--- config.mk ---
export PLATFORM = sky130hd
export DESIGN_NAME = stage_sequencer
export DESIGN_NICKNAME = d
export VERILOG_FILES = /design/src/rtl/stage_sequencer.sv
export SDC_FILE = /design/constraint.sdc
export NUM_CORES = 1
export LEC_CHECK = 0
export BUFFER_PORTS_ARGS = -buffer_cell sky130_fd_sc_hd__buf_4
export CORE_UTILIZATION = 48
export CTS_CLUSTER_DIAMETER = 40
export DETAILED_ROUTE_END_ITERATION = 10
export PLACE_DENSITY = 0.79
export RECOVER_POWER = 50
export SETUP_SLACK_MARGIN = 0.1
export SYNTH_ARGS = -nofsm -noshare
export SYNTH_HDL_FRONTEND = slang
export SYNTH_SLANG_ARGS = --single-unit
--- constraint.sdc ---
create_clock -name clk -period 1.95 [get_ports clk]
set_input_delay 0.39 -clock clk [delete_from_list [all_inputs] [get_ports clk]]
set_output_delay 0.39 -clock clk [all_outputs]
set_load 0.02 [all_outputs]
--- src/rtl/stage_sequencer.sv ---
// Multi-cycle instruction stage sequencer: FETCH/DECODE/EXEC/MEM/WB with ack timeouts.
// Define SEQ_PERF_CNT_EN to build the cycle_cnt/instret performance counters.
module stage_sequencer #(
  parameter int unsigned ACK_TIMEOUT = 16
) (
  input  logic        clk,
  input  logic        rst_n,
  input  logic        start,
  input  logic [6:0]  opcode,
  output logic        imem_req,
  input  logic        imem_ack,
  output logic        dmem_req,
  output logic        dmem_we,
  input  logic        dmem_ack,
  output logic        if_en,
  output logic        id_en,
  output logic        ex_en,
  output logic        br_en,
  output logic        mem_en,
  output logic        wb_en,
  output logic        pc_we,
  output logic        pc_sel,
  output logic        busy,
  output logic        halted,
  output logic        illegal,
  output logic        bus_err,
  output logic [31:0] cycle_cnt,
  output logic [31:0] instret
);

  typedef enum logic [2:0] {IDLE, FETCH, DECODE, EXEC, MEM, WB, HALT} state_t;

  localparam logic [6:0] OP_ALU    = 7'b0110011;
  localparam logic [6:0] OP_ALUI   = 7'b0010011;
  localparam logic [6:0] OP_LOAD   = 7'b0000011;
  localparam logic [6:0] OP_STORE  = 7'b0100011;
  localparam logic [6:0] OP_BRANCH = 7'b1100011;
  localparam logic [6:0] OP_JAL    = 7'b1101111;
  localparam logic [6:0] OP_JALR   = 7'b1100111;
  localparam logic [6:0] OP_LUI    = 7'b0110111;
  localparam logic [6:0] OP_AUIPC  = 7'b0010111;
  localparam logic [6:0] OP_SYSTEM = 7'b1110011;

  // The wait counter holds (cycles spent waiting - 1), so this is the last cycle an ack is accepted.
  localparam logic [7:0] WAIT_LAST = 8'(ACK_TIMEOUT - 1);

  function automatic logic is_legal(input logic [6:0] op);
    case (op)
      OP_ALU, OP_ALUI, OP_LOAD, OP_STORE, OP_BRANCH,
      OP_JAL, OP_JALR, OP_LUI, OP_AUIPC: return 1'b1;
      default:                           return 1'b0;
    endcase
  endfunction

  function automatic logic is_xfer(input logic [6:0] op);
    return (op == OP_BRANCH) || (op == OP_JAL) || (op == OP_JALR);
  endfunction

  state_t     state_q;
  logic [6:0] op_q;
  logic [7:0] wait_q;
  logic       pc_we_q;

  always_ff @(posedge clk or negedge rst_n) begin
    if (!rst_n) begin
      state_q  <= IDLE;
      op_q     <= 7'd0;
      wait_q   <= 8'd0;
      imem_req <= 1'b0;
      dmem_req <= 1'b0;
      dmem_we  <= 1'b0;
      id_en    <= 1'b0;
      ex_en    <= 1'b0;
      br_en    <= 1'b0;
      wb_en    <= 1'b0;
      pc_we_q  <= 1'b0;
      pc_sel   <= 1'b0;
      busy     <= 1'b0;
      halted   <= 1'b0;
      illegal  <= 1'b0;
      bus_err  <= 1'b0;
    end else begin
      id_en   <= 1'b0;
      ex_en   <= 1'b0;
      br_en   <= 1'b0;
      wb_en   <= 1'b0;
      pc_we_q <= 1'b0;
      pc_sel  <= 1'b0;
      case (state_q)
        IDLE: begin
          if (start) begin
            state_q  <= FETCH;
            imem_req <= 1'b1;
            busy     <= 1'b1;
            wait_q   <= 8'd0;
          end
        end
        FETCH: begin
          if (imem_ack) begin
            imem_req <= 1'b0;
            id_en    <= 1'b1;
            state_q  <= DECODE;
          end else if (wait_q == WAIT_LAST) begin
            imem_req <= 1'b0;
            bus_err  <= 1'b1;
            halted   <= 1'b1;
            busy     <= 1'b0;
            state_q  <= HALT;
          end else begin
            wait_q <= wait_q + 8'd1;
          end
        end
        DECODE: begin
          op_q <= opcode;
          if (is_legal(opcode)) begin
            state_q <= EXEC;
            ex_en   <= 1'b1;
            br_en   <= is_xfer(opcode);
            pc_we_q <= is_xfer(opcode);
            pc_sel  <= is_xfer(opcode);
          end else begin
            state_q <= HALT;
            halted  <= 1'b1;
            busy    <= 1'b0;
            illegal <= (opcode != OP_SYSTEM);
          end
        end
        EXEC: begin
          if (op_q == OP_LOAD || op_q == OP_STORE) begin
            state_q  <= MEM;
            dmem_req <= 1'b1;
            dmem_we  <= (op_q == OP_STORE);
            wait_q   <= 8'd0;
          end else if (is_xfer(op_q)) begin
            state_q  <= FETCH;
            imem_req <= 1'b1;
            wait_q   <= 8'd0;
          end else begin
            state_q <= WB;
            wb_en   <= 1'b1;
            pc_we_q <= 1'b1;
          end
        end
        MEM: begin
          if (dmem_ack) begin
            dmem_req <= 1'b0;
            dmem_we  <= 1'b0;
            if (op_q == OP_STORE) begin
              state_q  <= FETCH;
              imem_req <= 1'b1;
              wait_q   <= 8'd0;
            end else begin
              state_q <= WB;
              wb_en   <= 1'b1;
              pc_we_q <= 1'b1;
            end
          end else if (wait_q == WAIT_LAST) begin
            dmem_req <= 1'b0;
            dmem_we  <= 1'b0;
            bus_err  <= 1'b1;
            halted   <= 1'b1;
            busy     <= 1'b0;
            state_q  <= HALT;
          end else begin
            wait_q <= wait_q + 8'd1;
          end
        end
        WB: begin
          state_q  <= FETCH;
          imem_req <= 1'b1;
          wait_q   <= 8'd0;
        end
        HALT: begin
          state_q <= HALT;
        end
        default: state_q <= IDLE;
      endcase
    end
  end

  // Ack-cycle strobes must land in the same cycle as the ack, so they qualify the held request.
  assign if_en  = imem_req & imem_ack;
  assign mem_en = dmem_req & dmem_ack;
  assign pc_we  = pc_we_q | (mem_en & dmem_we);

`ifdef SEQ_PERF_CNT_EN
  logic [31:0] cycle_q;
  logic [31:0] instret_q;

  always_ff @(posedge clk or negedge rst_n) begin
    if (!rst_n) begin
      cycle_q   <= 32'd0;
      instret_q <= 32'd0;
    end else begin
      if (busy)  cycle_q   <= cycle_q + 32'd1;
      if (pc_we) instret_q <= instret_q + 32'd1;
    end
  end

  assign cycle_cnt = cycle_q;
  assign instret   = instret_q;
`else
  assign cycle_cnt = 32'd0;
  assign instret   = 32'd0;
`endif

endmodule
==> results.py, run 1 <==
metrics = {
    "clock_tree": {
        "cts_setup_buffers": 0,
        "clkSlewWorstSetupHoldPaths_ns": 0.07,
        "numCtsBuffers": 5,
        "cts_max_level": 2,
        "cts_tree": "built",
        "cts_buffer_depth": 2,
        "cts-root-buf": "clkbuf_8",
        "clk_latency_ns": 0.28,
        "cts_sinks": 30,
    },
    "logic_synthesis": {
        "synth_cells": 247,
        "synth_top_area_share_pct": 34.5,
        "synth.distinct_cells": 48,
        "async_flop_share_pct": 100,
        "avgSynthCellArea_um2": 8.80,
        "synthFlopType": "dfrtp_1",
        "syn_area_um2": 2170,
        "synth_warnings": 0,
        "synth_area_leaders": "dfrtp_1 35%, buf_4 23%, o21ai_0 3.5%",
        "ys_ff_latch": 30,
        "ys_seq_area_share_pct": 34.5,
        "yosysTopAreaCell": "dfrtp_1",
        "synth_edf_count": 0,
    },
    "placement": {
        "dp_hpwl_um": 3160,
        "dp.cells": 327,
        "io_buffers": 26,
        "place_congestion": 0.912,
    },
    "setup_path": {
        "slowest_delay_ns": 0.51,
        "cp-start-kind": "register",
        "crit_fanout": 13,
        "reg2reg_from": "state_q[2]",
        "cp.required_ns": 2.11,
        "cpLargestDelayFamily": "compound AO/OA/AOI/OAI gates",
        "path_class": "reg2reg",
        "end_kind": "register",
        "critPathArrivalTime_ns": 1.91,
        "crit_start": "state_q[2]",
        "crit_chain": "nor2b_1, a221o_1, o211a_4, o21ai_0, a32o_1",
        "slowest_stage": "dfrtp_1",
        "critPathBufInv": 0,
    },
    "die": {
        "initial_utilization_pct": 49.9,
        "die_x_um": 69.3,
        "die_y_um": 69.3,
        "pin_count": 91,
        "rows": 24,
        "coreArea_um2": 4350,
        "die_area_um2": 4800,
    },
    "timing": {
        "fin_skew_ns": 0.00972,
        "slew_viol_final": 0,
        "hold_violations": 0,
        "period_share_pct": 89.7,
        "timing_worst_slew_pin_value_ns": 0.744,
        "period_needed_ns": 1.75,
        "grt_setup_unrepaired": "no",
        "relSlewSlack_pct": 50.4,
        "setup_violations": 0,
        "whs_ns": 0.164,
        "finalSetupTns_ns": 0,
        "max_freq_mhz": 572,
    },
    "final_layout": {
        "fin_cells": 335,
        "final_nets": 295,
        "regMostFlops": "wait_q",
        "postLayoutCoreUtil_pct": 53.3,
        "layout-drive-gt1-share_pct": 20.5,
        "antenna-diode-count": 0,
        "largest_reg_flops": 8,
        "synthToLayoutAreaGrowth_pct": 6.73,
        "reg_top3": "wait_q: 8 flops, op_q: 7 flops, state_q: 3 flops",
    },
    "detailed_routing": {
        "route.detailed.drc": 0,
        "drtIter0Drc": 109,
        "drt-total-wl_um": 4100,
        "viasPerCell": 5.11,
        "wl_per_cell_um": 12.2,
        "vias": 1712,
        "first_pass_iters": 4,
        "postRouteAntennaNets": 0,
    },
    "pwr": {
        "power_density_nw_per_um2": 1240,
        "vdd_ir_drop_max_uv": 491,
        "combPwrFrac_pct": 47.5,
        "finalPower_mw": 2.89,
        "p_leak_nw": 1.16,
        "power_frac_seq_pct": 34.9,
        "swShare_pct": 41.8,
        "p_int_mw": 1.68,
        "clock_power_share_pct": 17.6,
        "p_sw_mw": 1.20,
    },
    "grt": {
        "grt_pass1_vias": 1555,
        "grt_pass1_wl_um": 6960,
        "grt_max_degree": 31,
        "globalRouteOverflowTotal": 0,
        "track_usage_pct": 18.1,
        "antenna_found_initial": 0,
    },
    "run": {
        "maxCapViolCount": 0,
    },
    "outcome": {
        "status": "finished, final reports clean",
    },
    "worst_hold_path": {
        "hold_path.class": "in2async",
    },
}
[through the flow]
| stage | instance area [µm²] | setup WS (ns) |
|---|---|---|
| CTS | 2320 | 0.117 |
| floorplan | 2410 | 0.132 |
| global placement | 2220 | 0.132 |
| global route | 2320 | 0.112 |
| finish | 2320 | 0.201 |
| detailed placement | 2220 | 0.0616 |
[worst reg2reg max path, cell delays in order (launching register included)]
cell	delay, ns
dfrtp_1	0.51
nor2b_1	0.32
a221o_1	0.23
o211a_4	0.23
o21ai_0	0.11
a32o_1	0.22
[cells in the mapped netlist (2+ instances only)]
master,n
clkbuf_1,2
or3_4,2
buf_4,66
and3_1,6
mux2_2,6
nand2_1,11
o22ai_1,3
o21ai_1,2
nor3_1,6
o311a_2,2
a21oi_1,10
a21o_1,3
nor3b_1,2
buf_2,2
a31oi_1,2
nand3_1,10
and2_1,3
inv_1,7
o21ai_0,15
or3_1,2
nor2b_1,8
nand3b_1,2
nor2_1,12
o211ai_1,5
nand2b_1,6
dfrtp_1,30
[logic make-up after synthesis]
| family | count (synthesis) | synth area share (%) |
|---|---|---|
| AOI/OAI and AO/OA | 52 | 15.5 |
| muxes | 6 | 3.11 |
| buffers and inverters | 78 | 25.3 |
| adders and majority gates | 1 | 0.575 |
| DFF | 30 | 34.5 |
| other | 1 | 0.172 |
| and+or+nand+nor | 79 | 20.8 |
[power groups by stage]
stage          registers, mW  clock network, mW  logic [mW]
5_1_grt                 1.04              0.555        1.50
3_5_place_dp            1.01                  0        1.33
2_1_floorplan          0.981                  0        1.04
6_report                1.01              0.508        1.37
3_3_place_gp           0.993                  0        1.30
4_1_cts                0.996              0.522        1.34
[path summary, 6_finish.rpt]
check | to | slack (ns) | cells past startpoint
min in group clk | pc_sel | 0.30 | 2
max in group asynchronous | state_q[0] | 1.26 | 1
min reg2reg | halted | 0.48 | 1
min | dmem_req | 0.16 | 1
max reg2reg | wait_q[6] | 0.20 | 5
max | wait_q[6] | 0.20 | 5
[final cells by class]
type	count	area, µm²
clock buffers	7	86.3
repair buffers	36	245
multi-input cells	202	1140
fillers	422	2030
well taps	52	65.1
inverters	7	26.3
flip-flops and latches	30	753
clock inverters	1	5.00
[cells in the final DEF, fill, tap and decap left out, drive strengths merged, types with 4 or more instances in the layout]
cell type / netlist / routed
inv: 7 / 7
conb: 1 / 64
and3: 7 / 7
dfrtp: 30 / 30
buf: 69 / 29
o211ai: 5 / 5
a21oi: 10 / 10
nor2b: 8 / 8
nand2b: 6 / 6
or3: 4 / 4
mux2: 6 / 6
nand3: 10 / 10
o21ai: 17 / 17
clkbuf: 2 / 14
nor3: 6 / 6
nor2: 12 / 12
nand2: 11 / 11
[timing repair]
action,4_1_cts,5_1_grt
pin swaps,0,1
resized for setup,2,8
hold buffers,0,0
endpoints found under the hold margin,0,0
setup endpoints to repair,4,10
[metal layers]
metal  vias to the layer above  GRT usage, %  part of all wire, %
li1                        805             -                    -
met1                       822          22.7                   42
met2                        80          29.8                   50
met3                         5          4.22                  6.6
met4                         0          7.48                  1.3
met5                         -             0                    0
(Power assumes the default switching activity.)
==> inputs of run 2 (changes only) <==
CORE_ASPECT_RATIO = 1.5   (was default)
==> run 2 against run 1 <==
Net effect:
- the flow now finishes with violations (design-rule violations)
- utilization grew 1.2 points
- clock power grew 2%
- routed wire length grew 1.9%
- largest cell class unchanged
- non-clock buffer count grew 1
- clock skew shrank 0.0066 ns
- worst hold slack lost 0.13 ns
- sequential share of layout area shrank 0.24 points
- fmax shrank 1.8%
- largest power group unchanged
- first-iteration DRC count shrank 43%
==> results.py, run 2 (synthesis results as in run 1) <==
metrics = {
    "setup_path": {
        "critPathArrivalTime_ns": 1.95,
        "cp-start-kind": "register",
        "end_kind": "register",
        "critPathBufInv": 0,
        "path_class": "reg2reg",
        "reg2reg_from": "wait_q[5]",
        "crit_fanout": 8,
        "cp.required_ns": 2.12,
        "slowest_stage": "or3_4",
        "slowest_delay_ns": 0.41,
        "crit_path_frequent_cell": "or3_4",
        "crit_start": "wait_q[5]",
        "cpLargestDelayFamily": "simple AND/OR/NAND/NOR gates",
        "crit_chain": "or3_4, or3_4, nor3b_4, o311a_2, o21ai_1",
    },
    "clock_tree": {
        "cts_tree": "built",
        "cts_max_level": 2,
        "clkSlewWorstSetupHoldPaths_ns": 0.07,
        "clk_latency_ns": 0.28,
        "cts_sinks": 30,
        "cts_buffer_depth": 2,
        "numCtsBuffers": 5,
        "cts-root-buf": "clkbuf_8",
    },
    "pwr": {
        "vdd_ir_drop_max_uv": 703,
        "power_density_nw_per_um2": 1250,
        "p_leak_nw": 1.17,
        "finalPower_mw": 2.91,
    },
    "placement": {
        "post_dp_cell_area_um2": 2210,
        "dp_hpwl_um": 3170,
        "io_buffers": 26,
        "place_congestion": 0.810,
    },
    "detailed_routing": {
        "route.detailed.drc": 11,
        "first_pass_iters": 8,
        "vias": 1710,
        "wl_per_cell_um": 12.7,
        "viasPerCell": 5.18,
        "drtIter0Drc": 62,
        "postRouteAntennaNets": 0,
        "drt-total-wl_um": 4180,
    },
    "final_layout": {
        "nFillCells": 402,
        "reg_top3": "wait_q: 8 flops, op_q: 7 flops, state_q: 3 flops",
        "mostFrequentLayoutCell": "conb_1",
        "final_cell_mix": "64 x conb_1, 31 x buf_4, 29 x dfrtp_1, 15 x o21ai_0, 12 x nor2_1",
        "seq_area_um2": 752,
        "antenna-diode-count": 0,
        "design_area_um2": 2330,
        "regMostFlops": "wait_q",
        "layout-drive-gt1-share_pct": 20.8,
        "synthToLayoutAreaGrowth_pct": 7.36,
        "largest_reg_flops": 8,
        "final_nets": 296,
        "multiInputGateArea_um2": 1150,
    },
    "die": {
        "die_area_um2": 4810,
        "die_y_um": 84.4,
        "initial_utilization_pct": 50.8,
        "die_x_um": 57.0,
        "pin_count": 91,
        "coreArea_um2": 4280,
        "rows": 29,
    },
    "timing": {
        "period_share_pct": 91.3,
        "grt_setup_unrepaired": "yes",
        "finalSetupTns_ns": 0,
        "hold_violations": 0,
        "fin_skew_ns": 0.00317,
        "max_freq_mhz": 562,
        "slew_viol_final": 0,
        "period_needed_ns": 1.78,
        "setup_violations": 0,
    },
    "worst_hold_path": {
        "hold_path.class": "in2async",
    },
    "run": {
        "maxCapViolCount": 0,
    },
    "outcome": {
        "status": "finished with violations",
        "failed_checks": "design-rule violations",
    },
    "grt": {
        "grt_max_degree": 31,
        "grt_pass1_wl_um": 6730,
        "globalRouteOverflowTotal": 0,
        "track_usage_pct": 17.7,
        "grt_pass1_vias": 1572,
        "antenna_found_initial": 0,
    },
}
run 2: final cells by class:
class | count | area share (%)
Multi-Input combinational cell | 202 | 49.2
Sequential cell | 30 | 32.2
Timing Repair Buffer | 37 | 10.9
Clock buffer | 6 | 3.54
Tap cell | 46 | 2.47
Inverter | 7 | 1.13
Clock inverter | 2 | 0.536
run 2: final timing paths:
kind,endpoint,slack (ns),cells after the start
max,busy,0.17,5
min,pc_sel,0.03,1
max reg2reg,busy,0.17,5
min reg2reg,bus_err,0.47,1
max in group asynchronous,state_q[1],1.62,1
min in group clk,pc_sel,0.32,2
run 2: what timing repair did:
item | CTS | global route
hold buffers | 0 | 0
setup buffers | 0 | 1
pin swaps | 0 | 3
endpoints found under the setup margin | 1 | 11
gates resized for setup | 1 | 9
run 2: through the flow:
| step | utilization [%] | worst slack (ns) | hold WS (ns) | instances |
|---|---|---|---|---|
| floorplan | - | 0.132 | 0.0944 | 310 |
| global placement | 51.7 | 0.109 | 0.336 | 321 |
| detailed placement | 51.7 | 0.0723 | 0.338 | 321 |
| CTS | 54.1 | 0.104 | 0.0331 | 329 |
| global route | 54.5 | 0.0634 | 0.0535 | 330 |
| finish | 54.5 | 0.169 | 0.0293 | 330 |
run 2: per-layer routing:
metal | track usage (%) | vias up | share of wire (%)
li1 | - | 808 | -
met2 | 32.9 | 71 | 55
met1 | 18.8 | 822 | 38
met5 | 0 | - | 0
met3 | 4.31 | 9 | 5.2
met4 | 6.43 | 0 | 1.9
run 2: worst register-to-register path, stage by stage, from the launching register on:
cell	delay, ns
dfrtp_1	0.39
or3_4	0.40
or3_4	0.41
nor3b_4	0.23
o311a_2	0.19
o21ai_1	0.05
run 2: report_power, final:
| part | switching, mW | internal, mW |
|---|---|---|
| Combinational | 0.796 | 0.602 |
| Sequential | 0.192 | 0.805 |
| Clock | 0.236 | 0.283 |
==> inputs of run 3 (changes only) <==
CELL_PAD_IN_SITES_DETAIL_PLACEMENT = 1   (was default)
CELL_PAD_IN_SITES_GLOBAL_PLACEMENT = 2   (was default)
CORE_MARGIN = 5   (was default)
CORE_UTILIZATION = 27   (was 48)
SETUP_SLACK_MARGIN = 0.2   (was 0.1)
==> run 3 against run 2 <==
Net effect:
- the run now ends clean
- utilization is 22 points lower
- fmax rose by 2.3%
- sequential share of layout area decreased by 3.1 points
- clock skew hardly changed
- clock power rose by 50%
- via count is 3.7% higher
- setup slack better by 0.040 ns
- power increased by 15%
- flip-flop and latch count unchanged
- non-clock buffer count increased by 13
- combinational power is 12% higher
- critical endpoint unchanged
==> results.py, run 3 (synthesis results as in run 1) <==
metrics = {
    "outcome": {
        "status": "finished, final reports clean",
    },
    "pwr": {
        "clock_power_share_pct": 23.2,
        "p_leak_nw": 1.27,
        "combPwrFrac_pct": 46.9,
        "vdd_ir_drop_max_uv": 344,
        "p_int_mw": 2.00,
        "power_frac_seq_pct": 29.9,
        "p_sw_mw": 1.35,
        "power_density_nw_per_um2": 1300,
        "swShare_pct": 40.4,
    },
    "clock_tree": {
        "cts_tree": "built",
        "cts_sinks": 30,
        "hold_buffers": 0,
        "cts-root-buf": "clkbuf_16",
        "numCtsBuffers": 5,
        "clk_latency_ns": 0.27,
        "cts_max_level": 2,
        "clkSlewWorstSetupHoldPaths_ns": 0.05,
        "cts_buffer_depth": 2,
    },
    "timing": {
        "period_share_pct": 89.3,
        "timing_worst_slew_pin_value_ns": 0.783,
        "max_freq_mhz": 575,
        "hold_violations": 0,
        "finalSetupTns_ns": 0,
        "fin_skew_ns": 0.00286,
        "relSlewSlack_pct": 47.8,
        "grt_setup_unrepaired": "yes",
        "setup_violations": 0,
        "slew_viol_final": 0,
        "period_needed_ns": 1.74,
        "whs_ns": 0.190,
    },
    "final_layout": {
        "final_nets": 309,
        "final_cell_mix": "64 x conb_1, 42 x buf_4, 28 x dfrtp_1, 14 x o21ai_0",
        "regMostFlops": "wait_q",
        "nFillCells": 982,
        "synthToLayoutAreaGrowth_pct": 18.9,
        "antenna-diode-count": 0,
        "mostFrequentLayoutCell": "conb_1",
        "largest_reg_flops": 8,
        "reg_top3": "wait_q: 8 flops, op_q: 7 flops, state_q: 3 flops",
        "layout-drive-gt1-share_pct": 25.9,
    },
    "setup_path": {
        "end_kind": "register",
        "path_class": "reg2reg",
        "cp-start-kind": "register",
        "critPathArrivalTime_ns": 1.90,
        "cp.required_ns": 2.11,
        "crit_fanout": 7,
        "reg2reg_slack_ns": 0.21,
    },
    "die": {
        "die_y_um": 120,
        "initial_utilization_pct": 27.3,
        "die_x_um": 83.3,
        "coreArea_um2": 7960,
        "rows": 40,
        "die_area_um2": 9990,
        "pin_count": 91,
    },
    "placement": {
        "io_buffers": 26,
        "dp_hpwl_um": 4480,
        "place_congestion": 0.833,
    },
    "detailed_routing": {
        "route.detailed.drc": 0,
        "first_pass_iters": 4,
        "wl_per_cell_um": 14.4,
        "drtIter0Drc": 68,
        "drt-total-wl_um": 5800,
        "vias": 1773,
        "viasPerCell": 4.41,
        "postRouteAntennaNets": 0,
    },
    "run": {
        "maxCapViolCount": 0,
    },
    "grt": {
        "grt_pass1_vias": 1853,
        "track_usage_pct": 11.5,
        "globalRouteOverflowTotal": 0,
        "grt_pass1_wl_um": 9250,
        "antenna_found_initial": 0,
        "grt_max_degree": 31,
    },
    "worst_hold_path": {
        "hold_path.class": "in2async",
    },
}
-- run 3: cell count changes in the layout (fill, tap and decap cells not counted), moves of 2 or more --
| cell | change |
|---|---|
| buf_4 | +11 |
| clkbuf_16 | +5 |
| clkbuf_8 | -5 |
| clkbuf_2 | +2 |
-- run 3: area by class of cell --
cell class	instances	area, µm²	area share (%)
multi-input combinational	202	1180	45.6
sequential	30	753	29.1
timing repair buffer	50	348	13.4
clock buffer	7	143	5.52
tap	105	131	5.08
inverter	7	26.3	1.02
clock inverter	1	5.00	0.194
-- run 3: final timing paths --
kind                       startpoint          to  cells past startpoint
min reg2reg                    halted      halted                      1
min                             rst_n     illegal                      1
max in group asynchronous       rst_n  state_q[1]                      1
max reg2reg                 wait_q[7]        busy                      5
min in group clk            opcode[4]      pc_sel                      2
max                         wait_q[7]        busy                      5
-- run 3: layer usage --
| layer | GRT usage (%) | share of wire, % | routed length (µm) | up-vias |
|---|---|---|---|---|
| met3 | 2.68 | 5.7 | 331 | 12 |
| met2 | 21.9 | 55 | 3170 | 69 |
| met1 | 11.6 | 37 | 2150 | 860 |
| met4 | 5.11 | 2.6 | 150 | 0 |
| met5 | 0 | 0 | 0 | - |
| li1 | - | - | - | 832 |
-- run 3: what timing repair did --
item | 4_1_cts | 5_1_grt
setup endpoints to repair | 13 | 13
setup buffers | 5 | 6
pin swaps | 5 | 6
resized for setup | 7 | 11
-- run 3: worst max-delay path, cell delays in order, from the launching register on --
cell and delay [ns]:
dfrtp_1 0.39, or3_4 0.37, or3_4 0.40, nor3b_4 0.21, o311a_2 0.19, o21ai_1 0.05
-- run 3: stage by stage --
| step | instances | utilization, % | cell area (µm²) | total power, mW | worst slack (ns) |
|---|---|---|---|---|---|
| 6_report | 402 | 32.5 | 2590 | 3.35 | 0.209 |
| 3_5_place_dp | 383 | 29.0 | 2310 | 2.47 | 0.0676 |
| 3_3_place_gp | 383 | 29.0 | 2310 | 2.44 | 0.0820 |
| 4_1_cts | 396 | 31.7 | 2520 | 3.31 | 0.162 |
| 5_1_grt | 402 | 32.5 | 2590 | 3.59 | 0.120 |
| 2_1_floorplan | 310 | - | 2410 | 2.02 | 0.209 |
-- run 3: power by group through the flow --
stage / Combinational, mW / Sequential (mW) / Clock, mW
global placement: 1.44 / 0.995 / 0
detailed placement: 1.46 / 1.00 / 0
finish: 1.57 / 1.00 / 0.779
CTS: 1.51 / 1.00 / 0.799
global route: 1.74 / 1.03 / 0.826
floorplan: 1.04 / 0.981 / 0
